==> src/rtl/alu_cmd_sequencer.sv <==
// alu_cmd_sequencer: buffers tagged ALU commands in a FIFO, drives them onto the
// ALU one at a time, captures result/zero/carry after SETTLE_CYC cycles and
// returns each capture with its tag over a valid/ready response stream.
// Optional build macro ALU_SEQ_CHECK_EN adds a reference model that flags ALU
// captures disagreeing with the expected result (chk_err / chk_err_cnt).
module alu_cmd_sequencer #(
   parameter int unsigned DEPTH      = 4,
   parameter int unsigned SETTLE_CYC = 1
) (
   input  logic        clk,
   input  logic        rst,
   input  logic        cmd_valid,
   output logic        cmd_ready,
   input  logic [7:0]  cmd_a,
   input  logic [7:0]  cmd_b,
   input  logic [2:0]  cmd_op,
   input  logic [3:0]  cmd_tag,
   output logic [7:0]  alu_a,
   output logic [7:0]  alu_b,
   output logic [2:0]  alu_op,
   input  logic [7:0]  alu_result,
   input  logic        alu_zero,
   input  logic        alu_carry,
   output logic        rsp_valid,
   input  logic        rsp_ready,
   output logic [7:0]  rsp_result,
   output logic        rsp_zero,
   output logic        rsp_carry,
   output logic [3:0]  rsp_tag,
   output logic        busy,
   output logic [15:0] op_count,
   output logic        chk_err,
   output logic [7:0]  chk_err_cnt
);

   localparam int unsigned AW = (DEPTH > 1) ? $clog2(DEPTH) : 1;
   localparam int unsigned CW = $clog2(DEPTH + 1);
   localparam int unsigned SW = (SETTLE_CYC > 1) ? $clog2(SETTLE_CYC) : 1;

   localparam logic [1:0] S_IDLE = 2'd0;
   localparam logic [1:0] S_EXEC = 2'd1;
   localparam logic [1:0] S_RESP = 2'd2;

   typedef struct packed {
      logic [3:0] tag;
      logic [2:0] op;
      logic [7:0] b;
      logic [7:0] a;
   } cmd_t;

   cmd_t             r_mem [DEPTH];
   logic [AW-1:0]    r_wr_ptr;
   logic [AW-1:0]    r_rd_ptr;
   logic [CW-1:0]    r_count;
   logic [1:0]       r_state;
   logic [SW-1:0]    r_cnt;
   logic             r_cmd_ready;
   logic             r_busy;
   logic [7:0]       r_alu_a;
   logic [7:0]       r_alu_b;
   logic [2:0]       r_alu_op;
   logic [3:0]       r_tag;
   logic             r_rsp_valid;
   logic [7:0]       r_rsp_result;
   logic             r_rsp_zero;
   logic             r_rsp_carry;
   logic [3:0]       r_rsp_tag;
   logic [15:0]      r_op_count;

   logic [1:0]       w_state_nxt;
   logic             w_push;
   logic             w_pop;
   logic             w_capture;
   logic             w_rsp_done;
   logic [CW-1:0]    w_count_nxt;
   cmd_t             w_head;

   assign w_push      = cmd_valid && r_cmd_ready;
   assign w_head      = r_mem[r_rd_ptr];
   assign w_count_nxt = r_count + CW'(w_push) - CW'(w_pop);

   // Next-state and per-cycle strobes for the command/response sequencing
   always_comb begin
      w_state_nxt = r_state;
      w_pop       = 1'b0;
      w_capture   = 1'b0;
      w_rsp_done  = 1'b0;
      case (r_state)
         S_IDLE: begin
            if (r_count != '0) begin
               w_pop       = 1'b1;
               w_state_nxt = S_EXEC;
            end
         end
         S_EXEC: begin
            if (r_cnt == '0) begin
               w_capture   = 1'b1;
               w_state_nxt = S_RESP;
            end
         end
         S_RESP: begin
            if (r_rsp_valid && rsp_ready) begin
               w_rsp_done  = 1'b1;
               w_state_nxt = S_IDLE;
            end
         end
         default: w_state_nxt = S_IDLE;
      endcase
   end

   // State register
   always_ff @(posedge clk or posedge rst) begin
      if (rst) begin
         r_state <= S_IDLE;
      end else begin
         r_state <= w_state_nxt;
      end
   end

   // FIFO storage; contents are don't-care until written, so no reset
   always_ff @(posedge clk) begin
      if (w_push) begin
         r_mem[r_wr_ptr] <= '{tag: cmd_tag, op: cmd_op, b: cmd_b, a: cmd_a};
      end
   end

   // FIFO pointers, occupancy, and flags derived from next occupancy/state
   always_ff @(posedge clk or posedge rst) begin
      if (rst) begin
         r_wr_ptr    <= '0;
         r_rd_ptr    <= '0;
         r_count     <= '0;
         r_cmd_ready <= 1'b0;
         r_busy      <= 1'b0;
      end else begin
         if (w_push) begin
            r_wr_ptr <= r_wr_ptr + AW'(1);
         end
         if (w_pop) begin
            r_rd_ptr <= r_rd_ptr + AW'(1);
         end
         r_count     <= w_count_nxt;
         r_cmd_ready <= (w_count_nxt != CW'(DEPTH));
         r_busy      <= (w_state_nxt != S_IDLE) || (w_count_nxt != '0);
      end
   end

   // ALU operand drive and settle countdown; operands persist between commands
   always_ff @(posedge clk or posedge rst) begin
      if (rst) begin
         r_alu_a  <= '0;
         r_alu_b  <= '0;
         r_alu_op <= '0;
         r_tag    <= '0;
         r_cnt    <= '0;
      end else begin
         if (w_pop) begin
            r_alu_a  <= w_head.a;
            r_alu_b  <= w_head.b;
            r_alu_op <= w_head.op;
            r_tag    <= w_head.tag;
            r_cnt    <= SW'(SETTLE_CYC - 1);
         end else if ((r_state == S_EXEC) && !w_capture) begin
            r_cnt <= r_cnt - SW'(1);
         end
      end
   end

   // Response capture, hold-until-accepted, and completion counter
   always_ff @(posedge clk or posedge rst) begin
      if (rst) begin
         r_rsp_valid  <= 1'b0;
         r_rsp_result <= '0;
         r_rsp_zero   <= 1'b0;
         r_rsp_carry  <= 1'b0;
         r_rsp_tag    <= '0;
         r_op_count   <= '0;
      end else begin
         if (w_capture) begin
            r_rsp_valid  <= 1'b1;
            r_rsp_result <= alu_result;
            r_rsp_zero   <= alu_zero;
            r_rsp_carry  <= alu_carry;
            r_rsp_tag    <= r_tag;
         end else if (w_rsp_done) begin
            r_rsp_valid <= 1'b0;
         end
         if (w_rsp_done) begin
            r_op_count <= r_op_count + 16'd1;
         end
      end
   end

`ifdef ALU_SEQ_CHECK_EN
   localparam logic [2:0] OP_ADD = 3'd0;
   localparam logic [2:0] OP_SUB = 3'd1;
   localparam logic [2:0] OP_AND = 3'd2;
   localparam logic [2:0] OP_OR  = 3'd3;
   localparam logic [2:0] OP_XOR = 3'd4;
   localparam logic [2:0] OP_NOT = 3'd5;
   localparam logic [2:0] OP_SLL = 3'd6;
   localparam logic [2:0] OP_SRL = 3'd7;

   logic [8:0] w_ref_wide;
   logic [7:0] w_ref_result;
   logic       w_ref_carry;
   logic       w_ref_zero;
   logic       w_chk_mismatch;
   logic       r_chk_err;
   logic [7:0] r_chk_err_cnt;

   // Reference {carry,result} from the operands currently held on the ALU ports
   always_comb begin
      w_ref_wide = '0;
      case (r_alu_op)
         OP_ADD:  w_ref_wide = {1'b0, r_alu_a} + {1'b0, r_alu_b};
         OP_SUB:  w_ref_wide = {1'b0, r_alu_a} - {1'b0, r_alu_b};
         OP_AND:  w_ref_wide = {1'b0, r_alu_a & r_alu_b};
         OP_OR:   w_ref_wide = {1'b0, r_alu_a | r_alu_b};
         OP_XOR:  w_ref_wide = {1'b0, r_alu_a ^ r_alu_b};
         OP_NOT:  w_ref_wide = {1'b0, ~r_alu_a};
         OP_SLL:  w_ref_wide = {r_alu_a, 1'b0};
         OP_SRL:  w_ref_wide = {2'b00, r_alu_a[7:1]};
         default: w_ref_wide = '0;
      endcase
   end

   assign w_ref_result   = w_ref_wide[7:0];
   assign w_ref_carry    = w_ref_wide[8];
   assign w_ref_zero     = (w_ref_result == 8'h00);
   assign w_chk_mismatch = w_capture &&
      ({alu_carry, alu_result, alu_zero} != {w_ref_carry, w_ref_result, w_ref_zero});

   // Sticky error flag and saturating mismatch counter
   always_ff @(posedge clk or posedge rst) begin
      if (rst) begin
         r_chk_err     <= 1'b0;
         r_chk_err_cnt <= '0;
      end else if (w_chk_mismatch) begin
         r_chk_err <= 1'b1;
         if (r_chk_err_cnt != 8'hFF) begin
            r_chk_err_cnt <= r_chk_err_cnt + 8'd1;
         end
      end
   end

   assign chk_err     = r_chk_err;
   assign chk_err_cnt = r_chk_err_cnt;
`else
   assign chk_err     = 1'b0;
   assign chk_err_cnt = 8'h00;
`endif

   assign cmd_ready  = r_cmd_ready;
   assign alu_a      = r_alu_a;
   assign alu_b      = r_alu_b;
   assign alu_op     = r_alu_op;
   assign rsp_valid  = r_rsp_valid;
   assign rsp_result = r_rsp_result;
   assign rsp_zero   = r_rsp_zero;
   assign rsp_carry  = r_rsp_carry;
   assign rsp_tag    = r_rsp_tag;
   assign busy       = r_busy;
   assign op_count   = r_op_count;

endmodule

==> config.mk <==
export PLATFORM = sky130hd
export DESIGN_NAME = alu_cmd_sequencer
export DESIGN_NICKNAME = d
export VERILOG_FILES = /design/src/rtl/alu_cmd_sequencer.sv
export SDC_FILE = /design/constraint.sdc
export NUM_CORES = 1
export LEC_CHECK = 0
export CAP_MARGIN = 40
export CELL_PAD_IN_SITES_DETAIL_PLACEMENT = 1
export CELL_PAD_IN_SITES_GLOBAL_PLACEMENT = 2
export CORE_AREA = 2 2 147 149
export CTS_CLUSTER_DIAMETER = 60
export DETAILED_ROUTE_END_ITERATION = 6
export DIE_AREA = 0 0 149 151
export PLACE_DENSITY = 0.59
export SLEW_MARGIN = 15
export SYNTH_ARGS = -nofsm -noshare
export SYNTH_HDL_FRONTEND = slang
export SYNTH_SLANG_ARGS = --single-unit
==> constraint.sdc <==
create_clock -name clk -period 3.8 [get_ports clk]
set_input_delay 0.38 -clock clk [delete_from_list [all_inputs] [get_ports clk]]
set_output_delay 0.38 -clock clk [all_outputs]
set_load 0.02 [all_outputs]
## Yosys cells after proc, flatten, opt, wreduce, memory -nomap -nowiden

Memories as Yosys holds them, arrays and structs flattened. A register that Yosys moved wholly into a read port is not among the register bits.
Index checks and enable logic that the tools add are counted.
Widths: inputs -> output; s select.

| storage, ports and cells | value |
|---|---|
| register bits after elaboration | 43 |
| bits in latches | 0 |
| memory bits (writable) | 92 |
| ROM bits | 0 |
| word-level logic and storage cells | 50 |
| memories kept | 1 |

| cells by class | value |
|---|---|
| add/subtract/negate cells | 6 |
| $mul | 0 |
| divide/modulo/power cells | 0 |
| $lt $le $gt $ge | 0 |
| equal/unequal tests | 3 |
| shift-type cells | 0 |
| mux-type cells | 16 |
| bitwise operators | 0 |
| reductions and logical operators | 11 |

Memory list:

| name | depth | bits a word | rd ports | clocked after Yosys merged registers in | wr ports | line | text |
|---|---|---|---|---|---|---|---|
| r_mem | 4 | 23 | 1 | 1 | 1 | 51 | `cmd_t r_mem [DEPTH];` |

Operators with widths:

| kind | number |
|---|---|
| $add 16x1->16 const B | 1 |
| $mux 1 | 12 |
| $mux 2 | 3 |
| $pmux 2 s3 | 1 |
| $reduce_bool 2->1 | 3 |
| $reduce_bool 3->1 | 2 |
| $add 2x1->2 const B | 2 |
| $add 3x1->3 | 1 |
| $logic_and 1x1->1 | 3 |
| $ne 3x3->1 const B | 1 |
| $sub 3x1->3 | 1 |
| $eq 2x1->1 const B | 1 |
| $eq 2x2->1 const B | 1 |
| $logic_not 2->1 | 1 |
| $logic_not 1->1 | 1 |
| $logic_or 1x1->1 | 1 |
| $sub 1x1->1 const B | 1 |

## Logic depth before layout (Yosys ltp)

Gate-level depths: netlist (run 1).

| logic depth | value |
|---|---|
| word-level depth | 6 |
| mapped depth | 10 |

## Worst setup path after synthesis (run 1)

Ideal clock, no wire load.

| path | value |
|---|---|
| path type | reg-to-reg |
| start point | register r_state[1] |
| end point | register r_busy, in the netlist busy |
| setup time | 0.139 ns |
| arrival | 2.553 ns |
| data required time | 3.661 ns |
| slack | 1.108 ns |
| cell stages (with the launch flop) | 10 |
| path buffers | 1 |
| clock period less this slack | 2.692 ns |
| cell sequence | dfrtp_1 -> nor3_2 -> buf_4 -> ha_1 -> inv_1 -> ha_1 -> fa_1 -> xnor2_1 -> xnor2_1 -> or4b_4 |

| between the ends | value |
|---|---|
| cells in the longest elaborated chain, start to end | 5 |
| elaborated cells between the ends (all ways) | 12 |

Ends and longest elaborated chain:

| element | line | text |
|---|---|---|
| from (decl) | 55 | `logic [1:0] r_state;` |
| from (signal assigned) | 116 | `r_state <= w_state_nxt;` |
| $logic_not 2->1 | 88 | `case (r_state)` |
| $mux 1 | 88 |  |
| net w_pop | 72 | `logic w_pop;` |
| $sub 3x1->3 | 80 | `assign w_count_nxt = r_count + CW'(w_push) - CW'(w_pop);` |
| net w_count_nxt[2] | 75 | `logic [CW-1:0] w_count_nxt;` |
| $reduce_bool 3->1 | 144 | `r_busy <= (w_state_nxt != S_IDLE) \|\| (w_count_nxt != '0);` |
| $logic_or 1x1->1 | 144 |  |
| to (signal assigned) | 144 |  |
| to (decl) | 58 | `logic r_busy;` |

The timed path passes the listed nets, and every way through them passes these cells.
A chain may end at the register's enable or synchronous reset.

## Worst setup path in the final report (run 1)

| path | value |
|---|---|
| start point | register r_count[0] |
| end point | register r_busy, in the netlist busy |

| between the ends | value |
|---|---|
| cells in the longest elaborated chain, start to end | 6 |
| elaborated cells between the ends (all ways) | 10 |

Ends and longest elaborated chain:

| element | line | text |
|---|---|---|
| from (decl) | 54 | `logic [CW-1:0] r_count;` |
| from (signal assigned) | 142 | `r_count <= w_count_nxt;` |
| branches (longest 3 deep; another with $add 3x1->3) | - |  |
| $sub 3x1->3 * | 80 |  |
| net w_count_nxt[2] | 75 |  |
| $reduce_bool 3->1 * | 144 |  |
| $logic_or 1x1->1 * | 144 |  |

Mark *: on every way through the listed nets, which the timed path passes.

==> run_results.csv, run 1 <==
group,metric,value,unit
run_status,status,"completed",
clocking,clk_latency,0.42,ns
clocking,cts_setup_buffers,0,
clocking,cts-root-buf,"clkbuf_16",
sta,relSlewSlack,62.6,%
placed_design,io_buffers,88,
setup_path,end_kind,"flip-flop",
synthesis,synthCells,320,
setup_path,arrival,2.96,ns
routing,drt-total-wl,12.3,mm
placed_design,hpwl,7.71,mm
synthesis,synthTopCellsByArea,"edfxtp_1 45%, dfrtp_1 27%, mux4_2 7.7%",
synthesis,synth_area,6140,um2
synthesis,ys_ff_latch,158,
routing,drt-vias-per-instance,4.41,
clocking,clock-sinks,158,
floorplan,core-area,20800,um2
setup_path,cp-start-kind,"flip-flop",
sta,fin_skew,0.00882,ns
global_route,grt_use_total,11.8,%
global_route,grt_max_degree,37,
floorplan,start_util,29.5,%
setup_path,cpLargestDelayFamily,"simple AND/OR/NAND/NOR gates",
clocking,cts_buffer_depth,2,
clocking,clk_pin_slew,0.07,ns
routing,wl_per_cell,17.3,um
synthesis,ys_seq_area_share,71.9,%
setup_path,required,4.09,ns
clocking,cts_inserted_buffers,17,
floorplan,ioPinCount,98,
floorplan,dieWidth,149,um
routing,drt_iter0_drc,141,
setup_path,cp_slowest_cell,"or4b_4",
placed_design,dp_cells,682,
cells_and_area,drive_above_1_share,25.3,%
routing,num_vias,3150,
sta,tns,0,ns
routing,drc_errors,0,
clocking,cts_tree,"built",
placed_design,routabilityCongestion,0.708,
cells_and_area,layout.nets,471,
synthesis,synth-edff-count,92,
routing,ant_nets,0,
setup_path,path_buf_inv,1,
clocking,cts_resized,0,
setup_path,cp_cell_sequence,"nor3_1 > nor3_4 > ha_1 > inv_1 > ha_1 > fa_1 > xnor2_1 > xnor2_1 > or4b_4",
synthesis,async_flop_share,41.8,%
worst_hold_path,hold_path.class,"in -> async",
synthesis,ys_types,30,
setup_path,critPathKind,"reg -> reg",
cells_and_area,layout.cells.non_filler,714,
sta,layout_min_cycle_time,2.67,ns
global_route,overflow,0,
sta,finalSetupViolCount,0,
sta,period_share,70.3,%
sta,worstMarginPinSlew,0.562,ns
sta,drv_slew,0,
cells_and_area,final_util,38.2,%
sta,hold_viol,0,
clocking,htree_levels,4,
power_and_ir_drop,peakVddDrop,336,uV
floorplan,die-area,22500,um2
cells_and_area,nFillCells,2065,
setup_path,slowest_delay,0.48,ns
sta,rsz0062_at_grt,"false",
global_route,first_global_vias,3445,
synthesis,yosysTopAreaCell,"edfxtp_1",
floorplan,rows,53,
global_route,grt_pass1_wl,19.5,mm
synthesis,synth_top_area_share,45.0,%
routing,drt_pass1_iterations,4,
sta,timing.fmax,0.374,GHz
job,maxCapViolations,0,
synthesis,ys.flop_type,"edfxtp_1",
floorplan,die_y,151,um
cells_and_area,diodes,0,
synthesis,yosysMostFrequentCell,"edfxtp_1",
setup_path,crit_fanout,3,
synthesis,synth_common_cells,"92 x edfxtp_1, 66 x dfrtp_1, 38 x mux2_2",
power_and_ir_drop,p_per_area,814,nW/um2
cells_and_area,multi_input_area,1590,um2
power_and_ir_drop,p_leak,2.96,nW
synthesis,yosys_warnings,0,
clocking,cts_hold_buf,0,
cells_and_area,syn_to_final_growth,29.7,%
synthesis,syn-mean-instance-area,19.2,um2
global_route,grt_antenna_before_repair,0,
cells_and_area,regArea,4420,um2
## layout by cell type (no fill, tap or decap), types with 6 or more instances in the layout
master	synthesis	layout
mux4_2	21	21
mux2_2	38	38
dfrtp_1	66	65
clkdlybuf4s50_1	0	88
xnor2_1	15	15
and3_1	7	7
conb_1	1	9
nand4_1	8	8
ha_1	7	7
inv_1	7	6
clkbuf_16	0	17
buf_4	13	8
edfxtp_1	92	92
nand2_1	13	13
## state kept, by name (all words and copies together) (netlist names), 2 cells and up
name,flops
r_count,3
r_rd_ptr,2
rsp_tag,4
alu_b,8
alu_op,3
alu_a,8
r_tag,4
op_count,16
r_mem,92
rsp_result,8
r_state,2
r_wr_ptr,2
## worst reg2reg max path, stage by stage, from the launching register on
cell,delay (ns)
dfrtp_1,0.38
nor3_1,0.39
nor3_4,0.07
ha_1,0.28
inv_1,0.04
ha_1,0.18
fa_1,0.38
xnor2_1,0.20
xnor2_1,0.14
or4b_4,0.48
## cell families after synthesis
logic type	count (synthesis)	share of synthesized area, %
simple gates	43	4.77
compound gates	3	0.387
buf+inv	26	2.77
other cells	1	0.0611
flops	158	71.9
mux	61	15.5
xor+xnor	20	2.85
fa+ha+maj	8	1.75
## final cells by class
| class | instances | area share [%] |
|---|---|---|
| clock buffers | 17 | 5.34 |
| clock inverters | 15 | 2.22 |
| inverters | 7 | 0.346 |
| multi-input cells | 144 | 20.0 |
| flip-flops and latches | 158 | 55.5 |
| well taps | 275 | 4.32 |
| repair buffers | 98 | 12.3 |
## per-stage QoR
step	power (mW)	worst slack, ns	hold slack (ns)	instance area, um2
5_1_grt	6.87	0.958	0.189	7960
6_report	6.48	1.13	0.197	7960
2_1_floorplan	4.01	1.11	0.475	6170
3_5_place_dp	4.86	0.873	0.471	7360
3_3_place_gp	4.77	0.976	0.466	7320
4_1_cts	6.62	1.10	0.187	7960
## layer usage
layer / wire, um / GRT usage [%]
met3: 682 / 4.52
met2: 6230 / 19.8
met4: 121 / 3.57
met5: 0 / 0
met1: 5290 / 14.2
## final timing paths
path | slack [ns] | cells after the start | from | endpoint
max | 1.13 | 9 | r_count[0]$_DFF_PP0_ | busy$_DFF_PP0_
min reg2reg | 0.47 | 1 | op_count[15]$_DFFE_PP0P_ | op_count[15]$_DFFE_PP0P_
max in group asynchronous | 2.78 | 4 | rst | rsp_carry$_DFFE_PP0P_
min | 0.20 | 2 | rst | alu_a[2]$_DFFE_PP0P_
min in group clk | 0.47 | 1 | op_count[15]$_DFFE_PP0P_ | op_count[15]$_DFFE_PP0P_
max reg2reg | 1.13 | 9 | r_count[0]$_DFF_PP0_ | busy$_DFF_PP0_
## report_power, final
part,leakage [nW],switching [mW],internal [mW]
sequential,1.64,0.283,2.32
combinational,1.03,1.01,1.14
clock,0.292,0.734,0.990
total,2.96,2.03,4.45
(Power assumes the default switching activity.)
==> inputs of run 2 (changes only) <==
Clock period 3.8 ns to 2.7 ns, I/O delays scaled along.
==> run 2 against run 1 <==
Worst setup slack got worse by 0.94 ns. Sequential cell count unchanged. Global-route usage up 0.11 points. Combinational power up 43%. Clock power up 34%. Final area is essentially flat. Utilization hardly changed. Sequential share of layout area hardly changed. Non-clock buffer count increased by 3. Total power rose by 40%. Via count grew 0.38%. Critical path depth is 1 higher. Largest power group unchanged.
==> run_results.csv, run 2 (synthesized netlist as in run 1, its figures left out) <==
group,metric,value,unit
run_status,status,"completed",
power_and_ir_drop,peakVddDrop,474,uV
cells_and_area,drive_above_1_share,26.1,%
routing,drt_iter0_drc,146,
sta,relSlewSlack,58.0,%
floorplan,rows,53,
placed_design,dp_cells,685,
setup_path,cp_cell_sequence,"nor3_2 > buf_4 > nor3_4 > ha_1 > inv_1 > ha_1 > fa_2 > xnor2_2 > xnor2_1 > or4b_4",
power_and_ir_drop,combPwrFrac,33.8,%
cells_and_area,syn_to_final_growth,29.6,%
power_and_ir_drop,p_sw_share,30.9,%
global_route,grt_use_total,11.9,%
sta,fin_skew,0.00655,ns
placed_design,postPlaceCellArea,7370,um2
sta,hold_viol,0,
global_route,grt_antenna_before_repair,0,
setup_path,arrival,2.80,ns
placed_design,routabilityCongestion,0.710,
setup_path,required,2.98,ns
sta,drv_slew,0,
setup_path,crit_top_cell,"ha_1",
power_and_ir_drop,p_per_area,1140,nW/um2
routing,drt-total-wl,12.5,mm
floorplan,start_util,29.5,%
routing,ant_nets,0,
floorplan,ioPinCount,98,
job,maxCapViolations,0,
clocking,cts_buffer_depth,2,
placed_design,hpwl,7.88,mm
routing,wl_per_cell,17.4,um
sta,finalSetupViolCount,0,
setup_path,cp_slowest_cell,"or4b_4",
clocking,clock-sinks,158,
cells_and_area,nFillCells,2084,
setup_path,path_buf_inv,2,
floorplan,die_y,151,um
cells_and_area,largest_register_ffs,92,
setup_path,cp-start-kind,"flip-flop",
sta,worstMarginPinSlew,0.630,ns
global_route,overflow,0,
cells_and_area,regMostFlops,"r_mem",
routing,num_vias,3162,
power_and_ir_drop,p_leak,2.95,nW
sta,period_share,93.1,%
routing,drt_pass1_iterations,4,
clocking,htree_levels,4,
setup_path,regToRegSetupSlack,0.19,ns
clocking,cts_inserted_buffers,17,
clocking,cts-root-buf,"clkbuf_16",
clocking,cts_setup_buffers,0,
global_route,first_global_vias,3525,
sta,layout_min_cycle_time,2.51,ns
cells_and_area,layout_commonest_cell,"edfxtp_1",
cells_and_area,diodes,0,
clocking,clk_latency,0.42,ns
setup_path,crit_fanout,3,
cells_and_area,fin_area,7960,um2
cells_and_area,layout.cells.non_filler,716,
cells_and_area,final_cell_mix,"92 x edfxtp_1, 88 x clkdlybuf4s50_1, 65 x dfrtp_1, 38 x mux2_2, 21 x mux4_2",
global_route,grt_pass1_wl,19.7,mm
power_and_ir_drop,internal-power,6.26,mW
clocking,cts_tree,"built",
routing,drt-vias-per-instance,4.42,
floorplan,core-area,20800,um2
global_route,grt_max_degree,40,
power_and_ir_drop,clkPwrFrac,25.5,%
power_and_ir_drop,total_power,9.06,mW
power_and_ir_drop,seqPwrFrac,40.6,%
routing,drc_errors,0,
setup_path,end_kind,"flip-flop",
sta,tns,0,ns
worst_hold_path,hold_path.class,"in -> async",
setup_path,slowest_delay,0.48,ns
setup_path,critPathKind,"reg -> reg",
sta,rsz0062_at_grt,"false",
placed_design,io_buffers,88,
floorplan,dieWidth,149,um
floorplan,die-area,22500,um2
sta,timing.fmax,0.398,GHz
clocking,clk_pin_slew,0.06,ns
setup_path,cpLargestDelayFamily,"adder cells",
power_and_ir_drop,p_sw,2.80,mW
cells_and_area,layout.nets,474,
## run 2: cell count changes in the layout (fill, tap and decap cells not counted), sizes merged
cell / change
inv: -6
clkinv: +2
clkbuf: +1
clkinvlp: +2
buf: +3
## run 2: path summary, 6_finish.rpt
check	start	to	depth (start not counted)
worst max-delay path	r_count[1]$_DFF_PP0_	busy$_DFF_PP0_	10
max in group asynchronous	rst	alu_b[0]$_DFFE_PP0P_	3
min in group clk	alu_result[1]	rsp_result[1]$_DFFE_PP0P_	2
worst min-delay path	rst	rsp_result[2]$_DFFE_PP0P_	2
worst max register to register	r_count[1]$_DFF_PP0_	busy$_DFF_PP0_	10
worst min register to register	op_count[15]$_DFFE_PP0P_	op_count[15]$_DFFE_PP0P_	1
## run 2: metal layers
metal	GRT usage [%]	vias to the layer above	part of all wire, %
met5	0	-	0
met4	4.57	0	1.6
met3	3.25	14	4.5
li1	-	1414	-
met2	20.1	84	49
met1	14.6	1650	44
## run 2: area by class of cell
type	count	area [um2]	area share [%]
timing repair buffer	101	991	12.5
inverter	7	27.5	0.346
multi-input combinational	144	1610	20.2
clock inverter	13	144	1.81
sequential	158	4420	55.5
clock buffer	18	429	5.39
tap	275	344	4.32
## run 2: repair_timing
action,4_1_cts,5_1_grt
resized for setup,0,3
hold buffers,0,0
hold endpoints to repair,0,0
setup endpoints to repair,0,1
## run 2: stage by stage
step	utilization, %	worst slack [ns]	hold slack [ns]
floorplan	-	0.00824	0.369
global placement	35.4	0.0704	0.461
detailed placement	35.4	0.00130	0.468
CTS	38.2	0.0800	0.251
global route	38.2	0.0777	0.278
finish	38.2	0.187	0.234
## run 2: worst register-to-register path, delay by kind of cell (launching register included)
kind	cells	cell delay, ns
adders and majority gates	3	0.82
xor gates and xnor gates	2	0.31
and+or+nand+nor	3	0.69
DFF	1	0.40
buffers and inverters	2	0.18
## run 2: power by group through the flow
stage	registers (mW)	logic [mW]	clock network [mW]
CTS	3.69	3.14	2.39
detailed placement	3.73	3.12	0
global route	3.78	3.33	2.50
floorplan	3.94	1.70	0
global placement	3.69	3.07	0
finish	3.68	3.07	2.31
